==> config.mk <==
export PLATFORM = sky130hd
export DESIGN_NAME = axilite_m_ctrl
export DESIGN_NICKNAME = d
export VERILOG_FILES = /design/src/rtl/axilite_pkg.sv /design/src/rtl/axilite_m_ctrl.sv
export SDC_FILE = /design/constraint.sdc
export NUM_CORES = 1
export LEC_CHECK = 0
export ABC_AREA = 1
export ABC_CLOCK_PERIOD_IN_PS = 1600
export BUFFER_PORTS_ARGS = -buffer_cell sky130_fd_sc_hd__buf_4
export CORE_UTILIZATION = 35
export DETAILED_ROUTE_END_ITERATION = 10
export PLACE_DENSITY = 0.63
export SLEW_MARGIN = 5
export SYNTH_ARGS = -nofsm -noshare
export SYNTH_HDL_FRONTEND = slang
export SYNTH_SLANG_ARGS = --single-unit
==> constraint.sdc <==
create_clock -name s_axi_aclk -period 1.6 [get_ports s_axi_aclk]
set_clock_uncertainty 0.15 [all_clocks]
set_input_delay 0.08 -clock s_axi_aclk [delete_from_list [all_inputs] [get_ports s_axi_aclk]]
set_output_delay 0.08 -clock s_axi_aclk [all_outputs]
set_load 0.005 [all_outputs]
==> src/rtl/axilite_pkg.sv <==
// Shared AXI4-Lite definitions: controller state encoding, response codes
// and default bus widths. Used by the master controller, the slave and the bench.
package axilite_pkg;

  localparam int unsigned AXI_ADDR_W = 32;
  localparam int unsigned AXI_DATA_W = 32;
  localparam int unsigned AXI_RESP_W = 2;
  localparam int unsigned CTRL_LAT_W = 16;

  localparam logic [AXI_RESP_W-1:0] RESP_OKAY   = 2'b00;
  localparam logic [AXI_RESP_W-1:0] RESP_SLVERR = 2'b10;
  localparam logic [AXI_RESP_W-1:0] RESP_DECERR = 2'b11;

  typedef enum logic [2:0] {
    IDLE  = 3'd0,
    WR_AW = 3'd1,
    WR_B  = 3'd2,
    RD_A  = 3'd3,
    RD_R  = 3'd4,
    RSP   = 3'd5
  } ctrl_state_e;

endpackage

==> src/rtl/axilite_m_ctrl.sv <==
// Single-outstanding AXI4-Lite master controller.
// Turns a cmd/rsp request interface into one AXI-Lite write (AW+W -> B) or
// read (AR -> R) at a time, and reports a saturating per-transaction latency.
// Ports:
//   s_axi_aclk / s_axi_aresetn        clock, async active-low reset
//   cmd_valid/ready/write/addr/wdata  command request (accepted on valid&&ready)
//   rsp_valid/ready/rdata/resp/lat    response, held until rsp_ready
//   m_axi_aw*/w*/b*                   AXI-Lite write channels
//   m_axi_ar*/r*                      AXI-Lite read channels
// All outputs come straight from registers.
module axilite_m_ctrl
  import axilite_pkg::*;
#(
  parameter int unsigned ADDR_W = AXI_ADDR_W,
  parameter int unsigned DATA_W = AXI_DATA_W,
  parameter int unsigned LAT_W  = CTRL_LAT_W
) (
  input  logic                  s_axi_aclk,
  input  logic                  s_axi_aresetn,
  input  logic                  cmd_valid,
  output logic                  cmd_ready,
  input  logic                  cmd_write,
  input  logic [ADDR_W-1:0]     cmd_addr,
  input  logic [DATA_W-1:0]     cmd_wdata,
  output logic                  rsp_valid,
  input  logic                  rsp_ready,
  output logic [DATA_W-1:0]     rsp_rdata,
  output logic [AXI_RESP_W-1:0] rsp_resp,
  output logic [LAT_W-1:0]      rsp_lat,
  output logic                  m_axi_awvalid,
  input  logic                  m_axi_awready,
  output logic [ADDR_W-1:0]     m_axi_awaddr,
  output logic                  m_axi_wvalid,
  input  logic                  m_axi_wready,
  output logic [DATA_W-1:0]     m_axi_wdata,
  input  logic                  m_axi_bvalid,
  output logic                  m_axi_bready,
  input  logic [AXI_RESP_W-1:0] m_axi_bresp,
  output logic                  m_axi_arvalid,
  input  logic                  m_axi_arready,
  output logic [ADDR_W-1:0]     m_axi_araddr,
  input  logic                  m_axi_rvalid,
  output logic                  m_axi_rready,
  input  logic [DATA_W-1:0]     m_axi_rdata,
  input  logic [AXI_RESP_W-1:0] m_axi_rresp
);

  localparam logic [LAT_W-1:0] LAT_MAX = '1;

  ctrl_state_e           state_q, state_d;
  logic                  cmd_ready_q, cmd_ready_d;
  logic [ADDR_W-1:0]     addr_q, addr_d;
  logic [DATA_W-1:0]     wdata_q, wdata_d;
  logic                  awvalid_q, awvalid_d;
  logic                  wvalid_q, wvalid_d;
  logic                  bready_q, bready_d;
  logic                  arvalid_q, arvalid_d;
  logic                  rready_q, rready_d;
  logic                  rsp_valid_q, rsp_valid_d;
  logic [DATA_W-1:0]     rsp_rdata_q, rsp_rdata_d;
  logic [AXI_RESP_W-1:0] rsp_resp_q, rsp_resp_d;
  logic [LAT_W-1:0]      rsp_lat_q, rsp_lat_d;
  logic [LAT_W-1:0]      lat_q, lat_d;

  // Next-state and next-output logic
  always_comb begin
    state_d     = state_q;
    addr_d      = addr_q;
    wdata_d     = wdata_q;
    awvalid_d   = awvalid_q;
    wvalid_d    = wvalid_q;
    bready_d    = bready_q;
    arvalid_d   = arvalid_q;
    rready_d    = rready_q;
    rsp_valid_d = rsp_valid_q;
    rsp_rdata_d = rsp_rdata_q;
    rsp_resp_d  = rsp_resp_q;
    rsp_lat_d   = rsp_lat_q;
    // Free-running saturating counter; restarted at 1 for the first valid cycle
    lat_d       = (lat_q == LAT_MAX) ? lat_q : lat_q + LAT_W'(1);

    unique case (state_q)
      IDLE: begin
        if (cmd_valid && cmd_ready_q) begin
          addr_d  = cmd_addr;
          wdata_d = cmd_wdata;
          lat_d   = LAT_W'(1);
          if (cmd_write) begin
            awvalid_d = 1'b1;
            wvalid_d  = 1'b1;
            state_d   = WR_AW;
          end else begin
            arvalid_d = 1'b1;
            state_d   = RD_A;
          end
        end
      end
      WR_AW: begin
        // AW and W complete independently, in either order
        if (awvalid_q && m_axi_awready) awvalid_d = 1'b0;
        if (wvalid_q && m_axi_wready)   wvalid_d  = 1'b0;
        if (!awvalid_d && !wvalid_d) begin
          bready_d = 1'b1;
          state_d  = WR_B;
        end
      end
      WR_B: begin
        if (m_axi_bvalid && bready_q) begin
          bready_d    = 1'b0;
          rsp_valid_d = 1'b1;
          rsp_rdata_d = '0;
          rsp_resp_d  = m_axi_bresp;
          rsp_lat_d   = lat_q;
          state_d     = RSP;
        end
      end
      RD_A: begin
        if (arvalid_q && m_axi_arready) begin
          arvalid_d = 1'b0;
          rready_d  = 1'b1;
          state_d   = RD_R;
        end
      end
      RD_R: begin
        if (m_axi_rvalid && rready_q) begin
          rready_d    = 1'b0;
          rsp_valid_d = 1'b1;
          rsp_rdata_d = m_axi_rdata;
          rsp_resp_d  = m_axi_rresp;
          rsp_lat_d   = lat_q;
          state_d     = RSP;
        end
      end
      RSP: begin
        if (rsp_ready) begin
          rsp_valid_d = 1'b0;
          state_d     = IDLE;
        end
      end
      default: state_d = IDLE;
    endcase

    // Registered copy of (state == IDLE); stays low while in reset
    cmd_ready_d = (state_d == IDLE);
  end

  // State and output registers
  always_ff @(posedge s_axi_aclk or negedge s_axi_aresetn) begin
    if (!s_axi_aresetn) begin
      state_q     <= IDLE;
      cmd_ready_q <= 1'b0;
      addr_q      <= '0;
      wdata_q     <= '0;
      awvalid_q   <= 1'b0;
      wvalid_q    <= 1'b0;
      bready_q    <= 1'b0;
      arvalid_q   <= 1'b0;
      rready_q    <= 1'b0;
      rsp_valid_q <= 1'b0;
      rsp_rdata_q <= '0;
      rsp_resp_q  <= '0;
      rsp_lat_q   <= '0;
      lat_q       <= '0;
    end else begin
      state_q     <= state_d;
      cmd_ready_q <= cmd_ready_d;
      addr_q      <= addr_d;
      wdata_q     <= wdata_d;
      awvalid_q   <= awvalid_d;
      wvalid_q    <= wvalid_d;
      bready_q    <= bready_d;
      arvalid_q   <= arvalid_d;
      rready_q    <= rready_d;
      rsp_valid_q <= rsp_valid_d;
      rsp_rdata_q <= rsp_rdata_d;
      rsp_resp_q  <= rsp_resp_d;
      rsp_lat_q   <= rsp_lat_d;
      lat_q       <= lat_d;
    end
  end

  assign cmd_ready     = cmd_ready_q;
  assign rsp_valid     = rsp_valid_q;
  assign rsp_rdata     = rsp_rdata_q;
  assign rsp_resp      = rsp_resp_q;
  assign rsp_lat       = rsp_lat_q;
  assign m_axi_awvalid = awvalid_q;
  assign m_axi_awaddr  = addr_q;
  assign m_axi_wvalid  = wvalid_q;
  assign m_axi_wdata   = wdata_q;
  assign m_axi_bready  = bready_q;
  assign m_axi_arvalid = arvalid_q;
  assign m_axi_araddr  = addr_q;
  assign m_axi_rready  = rready_q;

endmodule

## Word-level counts from Yosys, hierarchy flattened

Index checks and enable logic that the tools add are counted.
Widths: inputs -> output; s select.

- Register bits after elaboration: 140
- Input port bits: 110
- Output and inout port bits: 153

- Add/sub/neg operators: 1
- Eq/ne operators: 14
- Mux-type cells: 42
- Reduce and logical (&&, ||, !) cells: 24

Operator list:

| operator | count |
|---|---|
| $mux 16 | 5 |
| $mux 32 | 2 |
| $pmux 32 s2 | 1 |
| $pmux 16 s2 | 1 |
| $mux 3 | 6 |
| $pmux 3 s6 | 1 |
| $add 16x1->16 const B | 1 |
| $eq 16x16->1 const B | 1 |
| $mux 1 | 16 |
| $ne 2x2->1 const B | 8 |
| $reduce_and 3->1 | 4 |
| $pmux 1 s2 | 5 |
| $reduce_bool 2->1 | 5 |
| $reduce_and 4->1 | 2 |
| $logic_and 1x1->1 | 7 |
| $eq 3x2->1 const B | 2 |
| $eq 3x3->1 const B | 2 |
| $logic_not 3->1 | 2 |
| $mux 2 | 3 |
| $pmux 2 s2 | 1 |
| $eq 3x1->1 const B | 1 |
| $pmux 1 s3 | 1 |
| $reduce_bool 3->1 | 1 |
| $logic_not 1->1 | 2 |
| $reduce_and 2->1 | 1 |

## Logic depth before layout (Yosys ltp)

Gate-level depths: netlist of the first run.

- Depth after elaboration: 8
- Depth in mapped cells: 11
- Gate-level depth less buffers: 10

## Worst setup path before layout of the first run

OpenSTA, ideal clock, no wires.

- Path type: register to register
- From: reg lat_q[0]
- To: reg lat_q[0]
- Data arrival time: 1.349 ns
- Path slack: -0.030 ns
- Stages on the path, launching flop included: 9
- Period minus slack after synthesis: 1.630 ns
- Path through: dfrtp_1 -> ha_1 -> nand2_1 -> nor2_1 -> nand2_1 -> inv_1 -> nand2_1 -> a21oi_1 -> o21ai_0

- Cells in the longest elaborated chain, start to end: 4

Ends and longest elaborated chain:

| element | line | RTL |
|---|---|---|
| start, declared | axilite_m_ctrl.sv:63 | `logic [LAT_W-1:0] lat_q, lat_d;` |
| start signal, assigned | axilite_m_ctrl.sv:178 | `lat_q <= lat_d;` |
| $add 16x1->16 or $eq 16x16->1 (tied branches) | axilite_m_ctrl.sv:80 | `lat_d = (lat_q == LAT_MAX) ? lat_q : lat_q + LAT_W'(1);` |
| $mux 16 * | axilite_m_ctrl.sv:80 |  |
| $mux 16 | axilite_m_ctrl.sv:84 | `if (cmd_valid && cmd_ready_q) begin` |
| $mux 16 * | axilite_m_ctrl.sv:82 | `unique case (state_q)` |
| named net lat_d[0] | axilite_m_ctrl.sv:63 |  |

Mark *: on every way through the listed nets, which the timed path passes. The rest lies on a longest branch.
A chain may end at the register's enable or synchronous reset.

## Worst setup path in the final report of the first run

- From: reg state_q[1]
- To: reg rsp_rdata_q[21], in the netlist rsp_rdata[21]

- Cells in the longest elaborated chain, start to end: 3

Ends and longest elaborated chain:

| element | line | RTL |
|---|---|---|
| start, declared | axilite_m_ctrl.sv:50 | `ctrl_state_e state_q, state_d;` |
| start signal, assigned | axilite_m_ctrl.sv:165 | `state_q <= state_d;` |
| $eq 3x3->1 or $eq 3x2->1 (tied branches) | axilite_m_ctrl.sv:82 |  |
| $ne 2x2->1 (no source line) or $reduce_bool 2->1 (tied branches) | n/a |  |
| $reduce_and 3->1 (no source line) | n/a |  |
| end signal, assigned | axilite_m_ctrl.sv:175 | `rsp_rdata_q <= rsp_rdata_d;` |
| end, declared | axilite_m_ctrl.sv:60 | `logic [DATA_W-1:0] rsp_rdata_q, rsp_rdata_d;` |

Parallel ways exist; a longest one is shown, timed or not.

==> results of run 1 <==
[worst paths after layout]
check | to | slack [ns] | startpoint | cells past startpoint
max in group asynchronous | m_axi_wdata[16]$_DFFE_PN0P_ | 0.23 | s_axi_aresetn | 4
worst max-delay path | rsp_rdata[21]$_DFFE_PN0P_ | 0.005 | state_q[1]$_DFF_PN0_ | 8
worst min register to register | m_axi_wdata[0]$_DFFE_PN0P_ | 0.32 | m_axi_wdata[0]$_DFFE_PN0P_ | 2
worst max register to register | rsp_rdata[21]$_DFFE_PN0P_ | 0.005 | state_q[1]$_DFF_PN0_ | 8
min in group asynchronous | m_axi_wdata[0]$_DFFE_PN0P_ | 0.52 | s_axi_aresetn | 3
worst min-delay path | state_q[2]$_DFF_PN0_ | 0.01 | rsp_ready | 6
[through the flow]
stage / instance area [µm²] / utilization / hold slack, ns
after floorplan: 6072 / - / -0.3656
after global routing: 10340 / 0.6169 / 0.05432
after detailed placement: 8298 / 0.4951 / -0.1516
after global placement: 8298 / 0.4951 / -0.1587
final: 10340 / 0.6169 / 0.01313
after CTS: 10050 / 0.5997 / 0.003000
[per-layer routing]
layer | share of wire | up-vias | global-route usage | wire (µm)
li1 | - | 2975 | - | -
met5 | 0 | - | 0 | 0
met1 | 0.43 | 2796 | 0.2646 | 8185
met3 | 0.049 | 16 | 0.05860 | 936
met2 | 0.51 | 183 | 0.3458 | 9613
met4 | 0.014 | 0 | 0.07071 | 257
[sequential cells by signal (all words and copies together), names as in the netlist]
signal,flops
m_axi_rready,1
cmd_ready,1
rsp_lat,16
m_axi_awvalid,1
m_axi_bready,1
m_axi_araddr,32
state_q,3
m_axi_arvalid,1
rsp_resp,2
rsp_rdata,32
rsp_valid,1
lat_q,16
m_axi_wdata,32
m_axi_wvalid,1
[cells in the mapped netlist, drive strengths merged]
| master | instances |
|---|---|
| o211ai | 1 |
| nand4 | 5 |
| nand2 | 390 |
| nor2 | 40 |
| nor3 | 1 |
| inv | 45 |
| a22oi | 1 |
| clkbuf | 4 |
| dfrtp | 140 |
| o21ai | 22 |
| buf | 52 |
| xor2 | 3 |
| nand3 | 16 |
| ha | 1 |
| a21oi | 12 |
| a31oi | 1 |
| o22ai | 1 |
[timing repair]
| item | 4_1_cts | 5_1_grt |
|---|---|---|
| buffers inserted | 0 | 6 |
| pin swaps | 0 | 8 |
| resized for setup | 4 | 41 |
| setup endpoints to repair | 24 | 119 |
| endpoints found under the hold margin | 248 | 0 |
| gates cloned | 0 | 5 |
| hold buffers | 109 | 0 |
[power breakdown]
group          leakage [nW]  internal [mW]  switching, mW
Clock                 0.315           2.82           1.49
Combinational          3.52           3.63           3.17
Sequential             1.82           4.85          0.983
[cell type report]
type / instances / area, µm² / share of cell area
inverter: 45 / 181.4 / 0.01755
clock buffer: 22 / 494.2 / 0.04780
sequential: 140 / 3505 / 0.3389
clock inverter: 9 / 157.7 / 0.01525
timing repair buffer: 418 / 3620 / 0.3501
tap: 220 / 275.3 / 0.02662
multi-input combinational: 494 / 2105 / 0.2035
antenna: 1 / 2.502 / 0.0002420
[logic make-up after synthesis]
logic type,after synthesis
xor gates and xnor gates,3
and+or+nand+nor,452
buffers and inverters,101
adders and majority gates,1
DFF,140
AOI/OAI and AO/OA,38
[worst min-delay path, cell delays in order]
cell,delay [ns]
buf_4,0.11
inv_1,0.05
nand4_1,0.12
nand2_1,0.09
nor2_1,0.05
inv_1,0.04
==> run summary, run 1 <==
P_leak: 5.651 nW
Share of cells above drive strength 1: 0.3342
Crit path arrival time: 1.74 ns
# port buffers: 262
RD Place Congestion: 0.8328
Cells after DPL: 1197
Iter 0 DRT Violations: 302
Initial core utilization: 0.3622
Largest family of logic cells by synthesized area: simple AND/OR/NAND/NOR gates
Worst hold path type: in2reg
Mux cell area share after synthesis: 0
Period utilization: 0.9967
Clock transition at path regs: 0.06 ns
Die Width: 133.7 µm
Die height: 133.7 µm
Critical Path RT: 1.75 ns
Adder-Cell Fraction of Synth Area: 0.002061
Max-slew headroom: 0.7789
Post-Synth Simple-Gate Area: 0.2880
Compound-Gate Fraction of Synth Area: 0.03504
Max-slew violations: 0
Initial antenna violation count: 1
Routed wire length: 18990 µm
Post-Syn Area per Cell: 8.258 µm²
CP Capture Type: flop
Clock buffer depth: 2
Tmin final: 1.595 ns
Crit path max fanout: 19
Critical path launch point type: flop
Cell taking the most area after synthesis: dfrtp_1
Worst-Skew Late Latency: 0.41 ns
Post-route ant nets: 0
Crit path buf inv count: 3
Commonest non-fill, non-tap cells in the layout: nand2_1, buf_4, dfrtp_1
Total Routing Usage GR: 0.2098
Nets@finish: 1227
Die ar.: 0.01787 mm²
Unique cell type count in the Yosys netlist: 24
Gr ovfl total: 0
Vias in the first global route: 5848
Pre-CTS WS: -0.02951 ns
Yosys reg bits: 140
Syn_nets: 846
Cells after Synth: 735
TritonCTS clock tree: built
Top-Level Pins: 263
First-pass DRT Iterations: 4
Top Family by Delay on Critical Path: simple AND/OR/NAND/NOR gates
Sink Count: 140
CTS Buf Count: 17
Commonest non-fill, non-tap cell in the layout: nand2_1
Maximum vdd drop: 0.8376 mV
Cell area after synthesis: 0.006070 mm²
PD cells: 1639 mW/mm²
H-tree levels: 4
Area contributors post-synth: dfrtp_1, nand2_1, buf_4, inv_1, nor2_1
CTS root buf: clkbuf_16
First-pass GRT wire length: 29350 µm
Synth-to-Final Area Change: 70.36%
CP most frequent cell: nand2_1
Tot Pwr: 16.94 mW
Hold Fails Final Rpt: 0
Seq/Total Area, Yosys: 0.5772
Drt wl/cell: 14.08 µm
TNS Setup: 0 ns
Largest net degree at the start of global routing: 46
# rows: 47
Vias: 5970
Crit-path max cell delay: 0.41 ns
Synth Area in XOR/XNOR: 0.004329
Slew @ Worst Pin: 0.3317 ns
Max-capacitance violation count: 0
Setup violators final: 0
CP max-delay cell: dfrtp_1
CP Class: reg2reg
PnR worst setup slack: 0.005313 ns
RSZ-0062 raised after global routing: yes
Filler cell count: 1409
Max Clock Freq: 627.1 MHz
DR vias/cell: 4.426
Yosys top cell area share: 0.5772
Status: finished clean
HPWL Detailed: 12080 µm
Critical Path, Cell by Cell: buf_4 -> nand3_1 -> nand2_2 -> nor2_4 -> inv_6 -> buf_12 -> nand2_1 -> nand2_1
CORE AREA: 0.01676 mm²
Residual DRC count: 0
Synth Warn #: 0
Final cell count without fillers: 1349
No activity file was read; power rests on OpenSTA's default activity.
==> run 2, diff against run 1 <==
ABC_AREA = not set   (was 1)
CAP_MARGIN = 20   (was not set)
PLACE_DENSITY = 0.64   (was 0.63)
==> run 2 against run 1 <==
The flow now finishes with violations (negative setup slack); sequential cell count is the same; via count decreased by 2.2%; register-to-register slack worse by 0.22 ns; global-route usage grew 1.7 points; count of clock-buffer cells in the layout is 2 lower; die area down 3.7%; core utilization up 7.1 points; critical path depth is 2 lower; critical endpoint is now rsp_rdata[30]$_DFFE_PN0P_; highest routed layer unchanged.
==> run summary, run 2 <==
Max Clock Freq: 550.1 MHz
Tot Pwr: 17.87 mW
Gr ovfl total: 0
Max-slew violations: 0
Crit path max fanout: 8
Initial antenna violation count: 0
Cell taking the most area after synthesis: dfrtp_1
Die height: 131.2 µm
H-tree levels: 4
Final cell count without fillers: 1214
Drt wl/cell: 17.07 µm
Most common cell in the synthesized netlist: nand2_1
Worst reg2reg path depth: 6
Top-Level Pins: 263
First-pass DRT Iterations: 4
Area contributors post-synth: dfrtp_1, nand2_1, a22o_1, buf_4, mux2_2
TritonCTS clock tree: built
First-pass GRT wire length: 30950 µm
# rows: 46
Critical Path RT: 1.75 ns
PD cells: 1613 mW/mm²
CP Class: reg2reg
Commonest non-fill, non-tap cells in the layout: buf_4, nand2_1, dfrtp_1
Total Routing Usage GR: 0.2266
Crit path from: state_q[1]$_DFF_PN0_
Crit path arrival time: 1.97 ns
Post-route ant nets: 0
Seq/Total Area, Yosys: 0.5994
Post-route cell area: 0.01108 mm²
Setup violators final: 136
Post-synth EDFFs: 0
Top cells by count, synth: nand2_1, dfrtp_1, a22o_1, buf_4, mux2_2
Sw frac: 0.3251
Reg2Reg Setup Slack: -0.22 ns
Share of power burned in the clock network: 0.235
Share of cells above drive strength 1: 0.5090
Crit path to: rsp_rdata[30]$_DFFE_PN0P_
RD Place Congestion: 0.8262
Iter 0 DRT Violations: 400
Die ar.: 0.01722 mm²
Clock buffer depth: 2
CORE AREA: 0.01612 mm²
Worst-Skew Late Latency: 0.42 ns
Status: finished, violations left
Syn_nets: 676
Vias in the first global route: 6339
Period utilization: 1.136
Maximum vdd drop: 1.100 mV
Unique cell type count in the Yosys netlist: 46
Pre-CTS WS: -0.1997 ns
PnR worst setup slack: -0.2180 ns
Logic pwr share: 0.448
Register area: 0.003510 mm²
Yosys reg bits: 140
Yosys top cell area share: 0.5994
P_leak: 5.768 nW
RSZ-0062 raised after global routing: yes
Nets@finish: 1097
Multi-input gate area: 0.002479 mm²
CTS Buf Count: 17
Critical path launch point type: flop
Layout Utilization: 0.6875
Max-slew headroom: 0.7326
Sink Count: 140
Failing checks: negative setup slack
Routed wire length: 20730 µm
Commonest register cell after synthesis: dfrtp_1
Initial core utilization: 0.3627
Post-Syn Area per Cell: 10.34 µm²
Max-capacitance violation count: 0
Placed cell areas: 0.008323 mm²
Slew @ Worst Pin: 0.3954 ns
Hold Fails Final Rpt: 0
Cells after Synth: 565
HPWL Detailed: 11730 µm
TNS Setup: -19.63 ns
Clock transition at path regs: 0.06 ns
Filler cell count: 1130
Tmin final: 1.818 ns
DR vias/cell: 4.810
Reg power frac: 0.316
Cells after DPL: 1039
Die Width: 131.2 µm
FF-to-FF End: rsp_rdata[30]$_DFFE_PN0P_
Residual DRC count: 0
Worst hold path type: in2reg
Ant. Diodes: 0
CTS root buf: clkbuf_16
Cell internal pwr: 12.06 mW
Synth Warn #: 0
Switch Pwr: 5.809 mW
# port buffers: 262
Cell area after synthesis: 0.005844 mm²
Synth-to-Final Area Change: 89.57%
Commonest non-fill, non-tap cell in the layout: buf_4
Largest net degree at the start of global routing: 46
CP Capture Type: flop
Reg-to-Reg Start: state_q[1]$_DFF_PN0_
Vias: 5839
Ys async rst share: 1.000
Hold WS: 0.2396 ns
run 2: cell type report:
type | instances | area share
clock buffer | 20 | 0.04212
clock inverter | 11 | 0.01502
inverter | 3 | 0.001016
multi-input combinational | 360 | 0.2237
sequential | 140 | 0.3168
tap | 216 | 0.02439
timing repair buffer | 464 | 0.3770
run 2: worst min path at each step:
stage,start,end,slack (ns),cells past startpoint
after floorplan,s_axi_aresetn,cmd_ready$_DFF_PN0_,-0.37,0
after global placement,s_axi_aresetn,rsp_rdata[2]$_DFFE_PN0P_,-0.17,1
after detailed placement,s_axi_aresetn,rsp_rdata[7]$_DFFE_PN0P_,-0.17,1
after CTS,cmd_addr[31],m_axi_araddr[31]$_DFFE_PN0P_,0.22,4
after global routing,cmd_wdata[10],m_axi_wdata[10]$_DFFE_PN0P_,0.24,4
final,cmd_wdata[10],m_axi_wdata[10]$_DFFE_PN0P_,0.24,4
run 2: layer usage:
layer / vias up / routed length, µm / global-route usage
met5: - / 0 / 0
met4: 0 / 431 / 0.1020
met3: 37 / 1124 / 0.06481
met2: 219 / 10930 / 0.4031
met1: 2872 / 8247 / 0.2491
li1: 2711 / - / -
run 2: cell families after synthesis:
family                   Yosys count  share of synthesized area
adder cells (fa/ha/maj)            1                   0.002141
AO/OA/AOI/OAI                     72                    0.08992
buffers and inverters             65                    0.06530
flip-flops                       140                     0.5994
XOR/XNOR                           1                   0.001499
multiplexers                      21                    0.04025
AND/OR/NAND/NOR                  265                     0.2015
run 2: worst max-delay path, cell delays in order, from the launching register on:
cell and delay (ns):
dfrtp_2 0.46, and4b_1 0.32, a2bb2oi_4 0.18, nand2b_4 0.11
clkbuf_16 0.17, buf_6 0.13, a22o_1 0.19
run 2: what timing repair did:
item | 4_1_cts | 5_1_grt
pin swaps | 16 | 41
hold endpoints to repair | 248 | 0
buffers inserted | 12 | 11
endpoints found under the setup margin | 134 | 137
gates resized for setup | 33 | 117
hold buffers | 110 | 0
gates cloned | 6 | 9
run 2: power by group through the flow:
stage	clock (mW)	sequential, mW	combinational [mW]
after floorplan	0	5.63	3.13
after global placement	0	5.56	5.99
after detailed placement	0	5.63	6.16
after CTS	4.29	5.60	6.92
after global routing	4.44	5.80	8.58
final	4.21	5.65	8.01
